===== src/rtl/pipeline_stall_controller.sv =====
// Single owner of freeze/flush decisions for the 5-stage LC-3b pipeline: stage loads, NOP injection, PC redirect.
// Outputs are combinational from state + inputs; saturating perf counters and a sticky stall watchdog.
module pipeline_stall_controller #(
  parameter int CW      = 16,
  parameter int TIMEOUT = 0
) (
  input  logic          clk,
  input  logic          reset,
  input  logic          bubble_enable,
  input  logic          imem_req,
  input  logic          imem_resp,
  input  logic          dmem_req,
  input  logic          dmem_resp,
  input  logic          branch_taken,
  input  logic [15:0]   branch_target,
  output logic          load_pc,
  output logic          pc_sel_redirect,
  output logic [15:0]   redirect_pc,
  output logic          load_if_id,
  output logic          load_id_ex,
  output logic          load_ex_mem,
  output logic          load_mem_wb,
  output logic          nop_if_id,
  output logic          nop_id_ex,
  output logic          nop_ex_mem,
  output logic [CW-1:0] dstall_cycles,
  output logic [CW-1:0] istall_cycles,
  output logic [CW-1:0] flush_count,
  output logic          timeout
);

  typedef enum logic {RUN, REDIRECT_WAIT} state_t;

  localparam int RW = $clog2(TIMEOUT + 2);

  state_t          r_state;
  state_t          w_state_next;
  logic [15:0]     r_target_q;
  logic [CW-1:0]   r_dstall_cnt;
  logic [CW-1:0]   r_istall_cnt;
  logic [CW-1:0]   r_flush_cnt;
  logic [RW-1:0]   r_run;
  logic [RW-1:0]   w_run_next;
  logic            r_timeout;
  logic            w_dstall;
  logic            w_istall;
  logic            w_inc_d;
  logic            w_inc_i;
  logic            w_inc_f;
  logic            w_latch_target;

  assign w_dstall = dmem_req & ~dmem_resp;
  assign w_istall = imem_req & ~imem_resp;

  always_comb begin
    w_state_next    = r_state;
    load_pc         = 1'b1;
    pc_sel_redirect = 1'b0;
    redirect_pc     = 16'h0000;
    load_if_id      = 1'b1;
    load_id_ex      = 1'b1;
    load_ex_mem     = 1'b1;
    load_mem_wb     = 1'b1;
    nop_if_id       = 1'b0;
    nop_id_ex       = 1'b0;
    nop_ex_mem      = 1'b0;
    w_inc_d         = 1'b0;
    w_inc_i         = 1'b0;
    w_inc_f         = 1'b0;
    w_latch_target  = 1'b0;

    if (reset) begin
      load_pc     = 1'b0;
      load_if_id  = 1'b0;
      load_id_ex  = 1'b0;
      load_ex_mem = 1'b0;
      load_mem_wb = 1'b0;
    end else if (w_dstall) begin
      // A D-cache miss freezes everything in either state; any branch must be held upstream.
      load_pc     = 1'b0;
      load_if_id  = 1'b0;
      load_id_ex  = 1'b0;
      load_ex_mem = 1'b0;
      load_mem_wb = 1'b0;
      w_inc_d     = 1'b1;
    end else begin
      unique case (r_state)
        RUN: begin
          if (branch_taken && !w_istall) begin
            pc_sel_redirect = 1'b1;
            redirect_pc     = branch_target;
            nop_if_id       = 1'b1;
            nop_id_ex       = 1'b1;
            nop_ex_mem      = 1'b1;
            w_inc_f         = 1'b1;
          end else if (branch_taken) begin
            load_pc        = 1'b0;
            nop_if_id      = 1'b1;
            nop_id_ex      = 1'b1;
            nop_ex_mem     = 1'b1;
            w_latch_target = 1'b1;
            w_inc_f        = 1'b1;
            w_inc_i        = 1'b1;
            w_state_next   = REDIRECT_WAIT;
          end else if (w_istall) begin
            load_pc = 1'b0;
            w_inc_i = 1'b1;
            if (bubble_enable) begin
              load_if_id = 1'b0;
              nop_id_ex  = 1'b1;
            end else begin
              nop_if_id = 1'b1;
            end
          end else if (bubble_enable) begin
            load_pc    = 1'b0;
            load_if_id = 1'b0;
            nop_id_ex  = 1'b1;
          end
        end
        REDIRECT_WAIT: begin
          // The fetch in flight is wrong-path, so IF/ID only ever captures a NOP here.
          nop_if_id = 1'b1;
          if (w_istall) begin
            load_pc = 1'b0;
            w_inc_i = 1'b1;
          end else begin
            pc_sel_redirect = 1'b1;
            redirect_pc     = r_target_q;
            w_state_next    = RUN;
          end
        end
        default: w_state_next = RUN;
      endcase
    end
  end

  always_comb begin
    w_run_next = '0;
    if (w_dstall || w_istall) begin
      w_run_next = (r_run == RW'(TIMEOUT)) ? r_run : r_run + 1'b1;
    end
  end

  always_ff @(posedge clk) begin
    if (reset) begin
      r_state      <= RUN;
      r_target_q   <= 16'h0000;
      r_dstall_cnt <= '0;
      r_istall_cnt <= '0;
      r_flush_cnt  <= '0;
      r_run        <= '0;
      r_timeout    <= 1'b0;
    end else begin
      r_state <= w_state_next;
      r_run   <= w_run_next;
      if (w_latch_target) r_target_q <= branch_target;
      if (w_inc_d && r_dstall_cnt != '1) r_dstall_cnt <= r_dstall_cnt + 1'b1;
      if (w_inc_i && r_istall_cnt != '1) r_istall_cnt <= r_istall_cnt + 1'b1;
      if (w_inc_f && r_flush_cnt != '1) r_flush_cnt <= r_flush_cnt + 1'b1;
      if (TIMEOUT != 0 && w_run_next == RW'(TIMEOUT)) r_timeout <= 1'b1;
    end
  end

  assign dstall_cycles = r_dstall_cnt;
  assign istall_cycles = r_istall_cnt;
  assign flush_count   = r_flush_cnt;
  assign timeout       = r_timeout;

endmodule

===== config.mk =====
export PLATFORM = sky130hd
export DESIGN_NAME = pipeline_stall_controller
export DESIGN_NICKNAME = d
export VERILOG_FILES = /design/src/rtl/pipeline_stall_controller.sv
export SDC_FILE = /design/constraint.sdc
export NUM_CORES = 1
export LEC_CHECK = 0
export BUFFER_PORTS_ARGS = -buffer_cell sky130_fd_sc_hd__buf_2
export CORE_MARGIN = 5
export CORE_UTILIZATION = 30
export DETAILED_ROUTE_END_ITERATION = 6
export REMOVE_ABC_BUFFERS = 1
export SYNTH_ARGS = -nofsm -noshare
export SYNTH_HDL_FRONTEND = slang
export SYNTH_SLANG_ARGS = --single-unit

===== constraint.sdc =====
create_clock -name clk -period 2.4 [get_ports clk]
set_clock_uncertainty 0.1 [all_clocks]
set_input_delay 0.48 -clock clk [delete_from_list [all_inputs] [get_ports clk]]
set_output_delay 0.48 -clock clk [all_outputs]
set_load 0.01 [all_outputs]

==> results of run 1 <==
[power groups by stage]
stage	registers, W	clock network [W]	logic, W
2_1_floorplan	0.00112	0	0.0000845
3_3_place_gp	0.00112	0	0.000190
3_5_place_dp	0.00112	0	0.000194
4_1_cts	0.00110	0.00133	0.000195
5_1_grt	0.00110	0.00139	0.000215
6_report	0.00110	0.00129	0.000192
[routing by layer]
layer | GRT usage | part of all wire | vias to the layer above
li1 | - | - | 1754
met1 | 0.157 | 0.45 | 1638
met2 | 0.234 | 0.50 | 87
met3 | 0.0423 | 0.051 | 6
met4 | 0.0276 | 0.0043 | 0
met5 | 0 | 0 | -
[placed cells by master, fill, tap and decap left out, types with 16 or more instances in the layout]
cell	count
buf_2	96
o31ai_1	16
a22oi_1	16
dfxtp_1	65
buf_4	22
nor2_1	51
mux2i_1	22
nand2_1	25
a21oi_1	25
[cell families after synthesis]
family | Yosys count | share of synthesized area
AND/OR/NAND/NOR | 186 | 0.297
AO/OA/AOI/OAI | 90 | 0.176
flip-flops | 65 | 0.376
buffers and inverters | 35 | 0.0470
multiplexers | 30 | 0.0897
adder cells (fa/ha/maj) | 3 | 0.0109
other | 1 | 0.00108
XOR/XNOR | 1 | 0.00253
[layout make-up]
class	instances	share of cell area
repair buffers	118	0.144
flip-flops and latches	65	0.291
clock inverters	5	0.0123
well taps	143	0.0400
clock buffers	11	0.0542
multi-input cells	311	0.451
inverters	9	0.00755
[worst min path at each step]
stage               depth (start not counted)               from  slack (ps)             end
global route                                3  branch_target[14]         310  r_target_q[14]
floorplan                                   2      r_target_q[0]         360   r_target_q[0]
finish                                      3  branch_target[12]         310  r_target_q[12]
CTS                                         3  branch_target[12]         290  r_target_q[12]
global placement                            2      r_target_q[5]         380   r_target_q[5]
detailed placement                          2      r_target_q[4]         390   r_target_q[4]
[worst reg2reg max path: cells and delay by family, from the launching register on]
kind	cells	cell delay [ps]
simple gates	4	1480
flops	1	300
buf+inv	1	180
[through the flow]
| stage | utilization | setup TNS [ps] | cells | area, µm² | setup WS (ps) |
|---|---|---|---|---|---|
| after floorplan | - | -4730 | 385 | 3330 | -229 |
| after global placement | 0.367 | -987 | 646 | 4170 | -70.2 |
| after detailed placement | 0.367 | -2140 | 646 | 4170 | -173 |
| after CTS | 0.393 | 0 | 662 | 4470 | 27.6 |
| after global routing | 0.394 | 0 | 662 | 4480 | 4.08 |
| final | 0.394 | 0 | 662 | 4480 | 174 |
[state kept, by name, summed over array words and instances (netlist names)]
signal         count
dstall_cycles     16
flush_count       16
istall_cycles     16
r_state            1
r_target_q        16
==> results.sh, run 1 <==
export IMPL_grt_use_total=0.133
export IMPL_initial_core_util=0.304
export IMPL_p_total_w=0.00258
export IMPL_ys_async_sr_fraction=0
export IMPL_rows=39
export IMPL_critPathRequiredTime_ps=1820
export IMPL_fin_nets=541
export IMPL_core_mm2=0.0114
export IMPL_critPathBufInv=2
export IMPL_drive_above_1_share=0.287
export IMPL_worstSkewPairLatency_ps=320
export IMPL_grt_pass1_vias=3280
export IMPL_power_density_mw_per_mm2=577
export IMPL_tightest_slew_ps=638
export IMPL_clk_pin_slew_ps=50
export IMPL_clkPwrFrac=0.500
export IMPL_dp_hpwl_um=7080
export IMPL_critPathCapture="redirect_pc[5]"
export IMPL_pwr_share_seq=0.425
export IMPL_reg2reg_to="flush_count[15]"
export IMPL_seq_area_frac_synth=0.376
export IMPL_setup_violations=0
export IMPL_ys_flop_type="dfxtp_1"
export IMPL_antenna_left=0
export IMPL_yosysMostFrequentCell="dfxtp_1"
export IMPL_grt_max_degree=36
export IMPL_fmax_ghz=0.449
export IMPL_cts_buffers=9
export IMPL_rsz0062_at_grt="no"
export IMPL_crit_start="r_state"
export IMPL_seqCellArea_mm2=0.00130
export IMPL_holdWs_ps=307
export IMPL_yosysWarnings=0
export IMPL_switching_power_w=0.000585
export IMPL_multi_input_area_mm2=0.00202
export IMPL_synthesis_area_mm2=0.00346
export IMPL_path_depth=5
export IMPL_cts_resized=1
export IMPL_ir_drop_mv=0.314
export IMPL_drtPass1Iterations=4
export IMPL_gp_congestion=0.785
export IMPL_ff2ff_path_depth=5
export IMPL_finalWirelength_um=9460
export IMPL_drt_iter0_drc=127
export IMPL_hold_buffers=0
export IMPL_synth_cell_types=49
export IMPL_synthToLayoutAreaGrowth_pct=29.4
export IMPL_grt_pass1_wl_um=15500
export IMPL_io_pins=98
export IMPL_period_share=0.928
export IMPL_fillCellCount=1181
export IMPL_crit_family="simple AND/OR/NAND/NOR gates"
export IMPL_placement_io_buffers=96
export IMPL_synthTopCellsByCount="dfxtp_1, nor2_1, a21oi_1, nand2_1, mux2i_1"
export IMPL_h_tree_depth=3
export IMPL_antenna_found_initial=0
export IMPL_rrSetupSlack_ps=230
export IMPL_drv_slew=0
export IMPL_cellLeakagePower_nw=1.79
export IMPL_num_antenna_cells=0
export IMPL_synth_largest_area_cell="dfxtp_1"
export IMPL_cts_setup_buffers=0
export IMPL_syn_area_per_cell_um2=8.41
export IMPL_finalHoldViolCount=0
export IMPL_hp_class="input port to flip-flop"
export IMPL_maxSlewHeadroom=0.570
export IMPL_slowest_stage="and2_1"
export IMPL_switching_share=0.227
export IMPL_power_frac_comb=0.075
export IMPL_arrival_ps=1650
export IMPL_path_cells="buf_4 > and2_1 > a22oi_1 > nor2_1 > buf_2"
export IMPL_detail_route_wl_per_cell_um=14.3
export IMPL_crit_path_end_kind="primary output"
export IMPL_critPathMaxStageDelay_ps=470
export IMPL_num_vias=3485
export IMPL_drc_errors=0
export IMPL_die_height_um=117
export IMPL_cts_num_sinks=65
export IMPL_finalCriticalPeriod_ps=2230
export IMPL_critPathMaxFanout=16
export IMPL_netlist_area_leader_share=0.376
export IMPL_reg2reg_from="r_state"
export IMPL_overflow=0
export IMPL_clockRootBuffer="clkbuf_16"
export IMPL_die_area_mm2=0.0138
export IMPL_p_int_w=0.00200
export IMPL_netlist_instances=411
export IMPL_critPathKind="flip-flop to primary output"
export IMPL_drv_cap=0
export IMPL_vias_per_cell=5.26
export IMPL_clock_path_buffers=2
export IMPL_synth_edf_count=0
export IMPL_cts_tree="built"
export IMPL_synth_area_leaders="dfxtp_1, mux2i_1, nor2_1"
export IMPL_ys_ff_latch=65
export IMPL_crit_path_start_kind="flip-flop"
export IMPL_status="completed"
export IMPL_dieWidth_um=117
Power figures use the tool's default switching activity.
==> run 2, diff against run 1 <==
ABC_AREA = 1   (was unset)
==> run 2 against run 1 <==
Against the previous run: critical endpoint is now nop_if_id; final cell count increased by 28%; critical path depth decreased by 1; register-to-register slack improved by 150 ps; count of clock-buffer cells in the layout increased by 2.
==> results.sh, run 2 <==
export IMPL_status="completed"
export IMPL_p_int_w=0.00193
export IMPL_seq_area_frac_synth=0.349
export IMPL_antenna_left=0
export IMPL_rsz0062_at_grt="no"
export IMPL_final_cell_mix="nand2_1, nor2_1, buf_2, dfxtp_1, nand3_1"
export IMPL_yosysWarnings=0
export IMPL_power_density_mw_per_mm2=547
export IMPL_netlist_instances=584
export IMPL_switching_share=0.236
export IMPL_yosysMostFrequentCell="nand2_1"
export IMPL_arrival_ps=1660
export IMPL_fmax_ghz=0.447
export IMPL_overflow=0
export IMPL_min_to="r_target_q[2]"
export IMPL_synthTopCellsByCount="nand2_1, nor2_1, dfxtp_1"
export IMPL_cts_buffers=9
export IMPL_cellLeakagePower_nw=2.02
export IMPL_io_pins=98
export IMPL_drv_cap=0
export IMPL_hp_class="input port to flip-flop"
export IMPL_power_frac_comb=0.083
export IMPL_grt_use_total=0.139
export IMPL_cts_resized=0
export IMPL_critPathKind="flip-flop to primary output"
export IMPL_synthToLayoutAreaGrowth_pct=24.2
export IMPL_num_antenna_cells=0
export IMPL_num_vias=4017
export IMPL_reg2reg_from="flush_count[1]"
export IMPL_maxSlewHeadroom=0.636
export IMPL_critPathBufInv=3
export IMPL_worstSkewPairLatency_ps=330
export IMPL_synth_area_leaders="dfxtp_1, nand2_1, nor2_1"
export IMPL_period_share=0.932
export IMPL_cts_tree="built"
export IMPL_path_cells="buf_4 > inv_1 > a311oi_1 > buf_2"
export IMPL_fillCellCount=1332
export IMPL_dieWidth_um=121
export IMPL_crit_family="flip-flops"
export IMPL_die_height_um=121
export IMPL_ff2ff_path_depth=8
export IMPL_drtPass1Iterations=5
export IMPL_netlist_area_leader_share=0.349
export IMPL_drt_iter0_drc=301
export IMPL_p_total_w=0.00253
export IMPL_critPathRequiredTime_ps=1820
export IMPL_grt_max_degree=34
export IMPL_synthesis_area_mm2=0.00373
export IMPL_h_tree_depth=3
export IMPL_dp_hpwl_um=7450
export IMPL_ys_flop_type="dfxtp_1"
export IMPL_multi_input_area_mm2=0.00212
export IMPL_crit_path_end_kind="primary output"
export IMPL_drive_above_1_share=0.198
export IMPL_tightest_slew_ps=542
export IMPL_vias_per_cell=4.75
export IMPL_hold_buffers=0
export IMPL_die_area_mm2=0.0148
export IMPL_slowest_stage="dfxtp_1"
export IMPL_critPathMaxStageDelay_ps=540
export IMPL_placement_io_buffers=96
export IMPL_finalWirelength_um=10200
export IMPL_initial_core_util=0.308
export IMPL_crit_path_start_kind="flip-flop"
export IMPL_critPathMaxFanout=16
export IMPL_ir_drop_mv=0.243
export IMPL_drc_errors=0
export IMPL_clkPwrFrac=0.479
export IMPL_grt_pass1_wl_um=16700
export IMPL_fin_nets=702
export IMPL_setup_violations=0
export IMPL_setup_tns_ps=0
export IMPL_switching_power_w=0.000598
export IMPL_pwr_share_seq=0.437
export IMPL_synth_cell_types=27
export IMPL_clockRootBuffer="clkbuf_16"
export IMPL_syn_area_per_cell_um2=6.38
export IMPL_gp_congestion=0.855
export IMPL_clk_pin_slew_ps=50
export IMPL_grt_pass1_vias=3461
export IMPL_ys_ff_latch=65
export IMPL_synth_edf_count=0
export IMPL_clock_path_buffers=2
export IMPL_finalHoldViolCount=0
export IMPL_detail_route_wl_per_cell_um=12.1
export IMPL_hold_depth=3
export IMPL_rrSetupSlack_ps=380
export IMPL_antenna_found_initial=0
export IMPL_rows=40
export IMPL_reg2reg_to="flush_count[7]"
export IMPL_final_common_cell="nand2_1"
export IMPL_finalCriticalPeriod_ps=2240
export IMPL_seqCellArea_mm2=0.00130
export IMPL_cts_setup_buffers=0
export IMPL_holdCritStartpoint="branch_target[2]"
export IMPL_drv_slew=0
export IMPL_core_mm2=0.0121
export IMPL_cts_num_sinks=65
export IMPL_ys_async_sr_fraction=0
export IMPL_synth_largest_area_cell="dfxtp_1"
==> run 2: changes by cell type in the layout (fill, tap and decap cells not counted), sizes merged, moves of 16 or more <==
cell | previous run | this run
a21oi | 25 | 56
nand3 | 13 | 62
nand2 | 25 | 150
nor2 | 52 | 104
or4 | 16 | 0
o31ai | 16 | 0
a22oi | 16 | 0
inv | 8 | 47
mux2i | 22 | 0
o21ai | 10 | 29
==> run 2: area by class of cell <==
cell class / count / share of cell area
well taps: 168 / 0.0454
inverters: 47 / 0.0381
clock buffers: 13 / 0.0584
flip-flops and latches: 65 / 0.281
repair buffers: 106 / 0.120
multi-input cells: 446 / 0.457
==> run 2: power groups by stage <==
stage	Clock (W)	Combinational, W	Sequential, W
after floorplan	0	0.000109	0.00113
after global placement	0	0.000211	0.00113
after detailed placement	0	0.000213	0.00113
after CTS	0.00125	0.000215	0.00111
after global routing	0.00131	0.000237	0.00111
final	0.00121	0.000211	0.00111
==> run 2: worst max path at each step <==
stage	to	slack (ps)	cells after the start	from
floorplan	dstall_cycles[0]	430	8	dstall_cycles[1]
global placement	flush_count[12]	370	10	dmem_resp
detailed placement	r_target_q[0]	310	10	dmem_resp
CTS	nop_if_id	130	4	r_state
global route	pc_sel_redirect	20	4	r_state
finish	nop_if_id	160	4	r_state
==> run 2: kinds of logic (layout without fill, tap and decap cells) <==
logic type | Yosys count | after routing | share of synthesized area
other cells | 1 | 1 | 0.00101
simple gates | 337 | 337 | 0.396
xor+xnor | 17 | 17 | 0.0399
fa+ha+maj | 3 | 3 | 0.0101
compound gates | 88 | 88 | 0.120
flops | 65 | 65 | 0.349
buf+inv | 73 | 166 | 0.0832
==> run 2: tightest hold or removal path, stage by stage <==
cell    delay (ps)
buf_2           90
nor2_1          40
nor2_1          80
==> run 2: metrics by stage <==
| step | setup WS [ps] | std cells | instance area, µm² | utilization | hold slack (ps) |
|---|---|---|---|---|---|
| 6_report | 163 | 845 | 4630 | 0.382 | 301 |
| 5_1_grt | 15.8 | 845 | 4630 | 0.382 | 306 |
| 4_1_cts | 126 | 845 | 4630 | 0.382 | 286 |
| 3_5_place_dp | 315 | 832 | 4360 | 0.360 | 401 |
| 3_3_place_gp | 365 | 832 | 4360 | 0.360 | 382 |
| 2_1_floorplan | 427 | 558 | 3590 | - | 379 |
==> run 2: metal layers <==
| metal | global-route usage | up-vias | part of all wire |
|---|---|---|---|
| met2 | 0.207 | 134 | 0.44 |
| met5 | 0 | - | 0 |
| met4 | 0.0574 | 0 | 0.022 |
| met3 | 0.0354 | 15 | 0.066 |
| met1 | 0.189 | 1802 | 0.48 |
| li1 | - | 2066 | - |
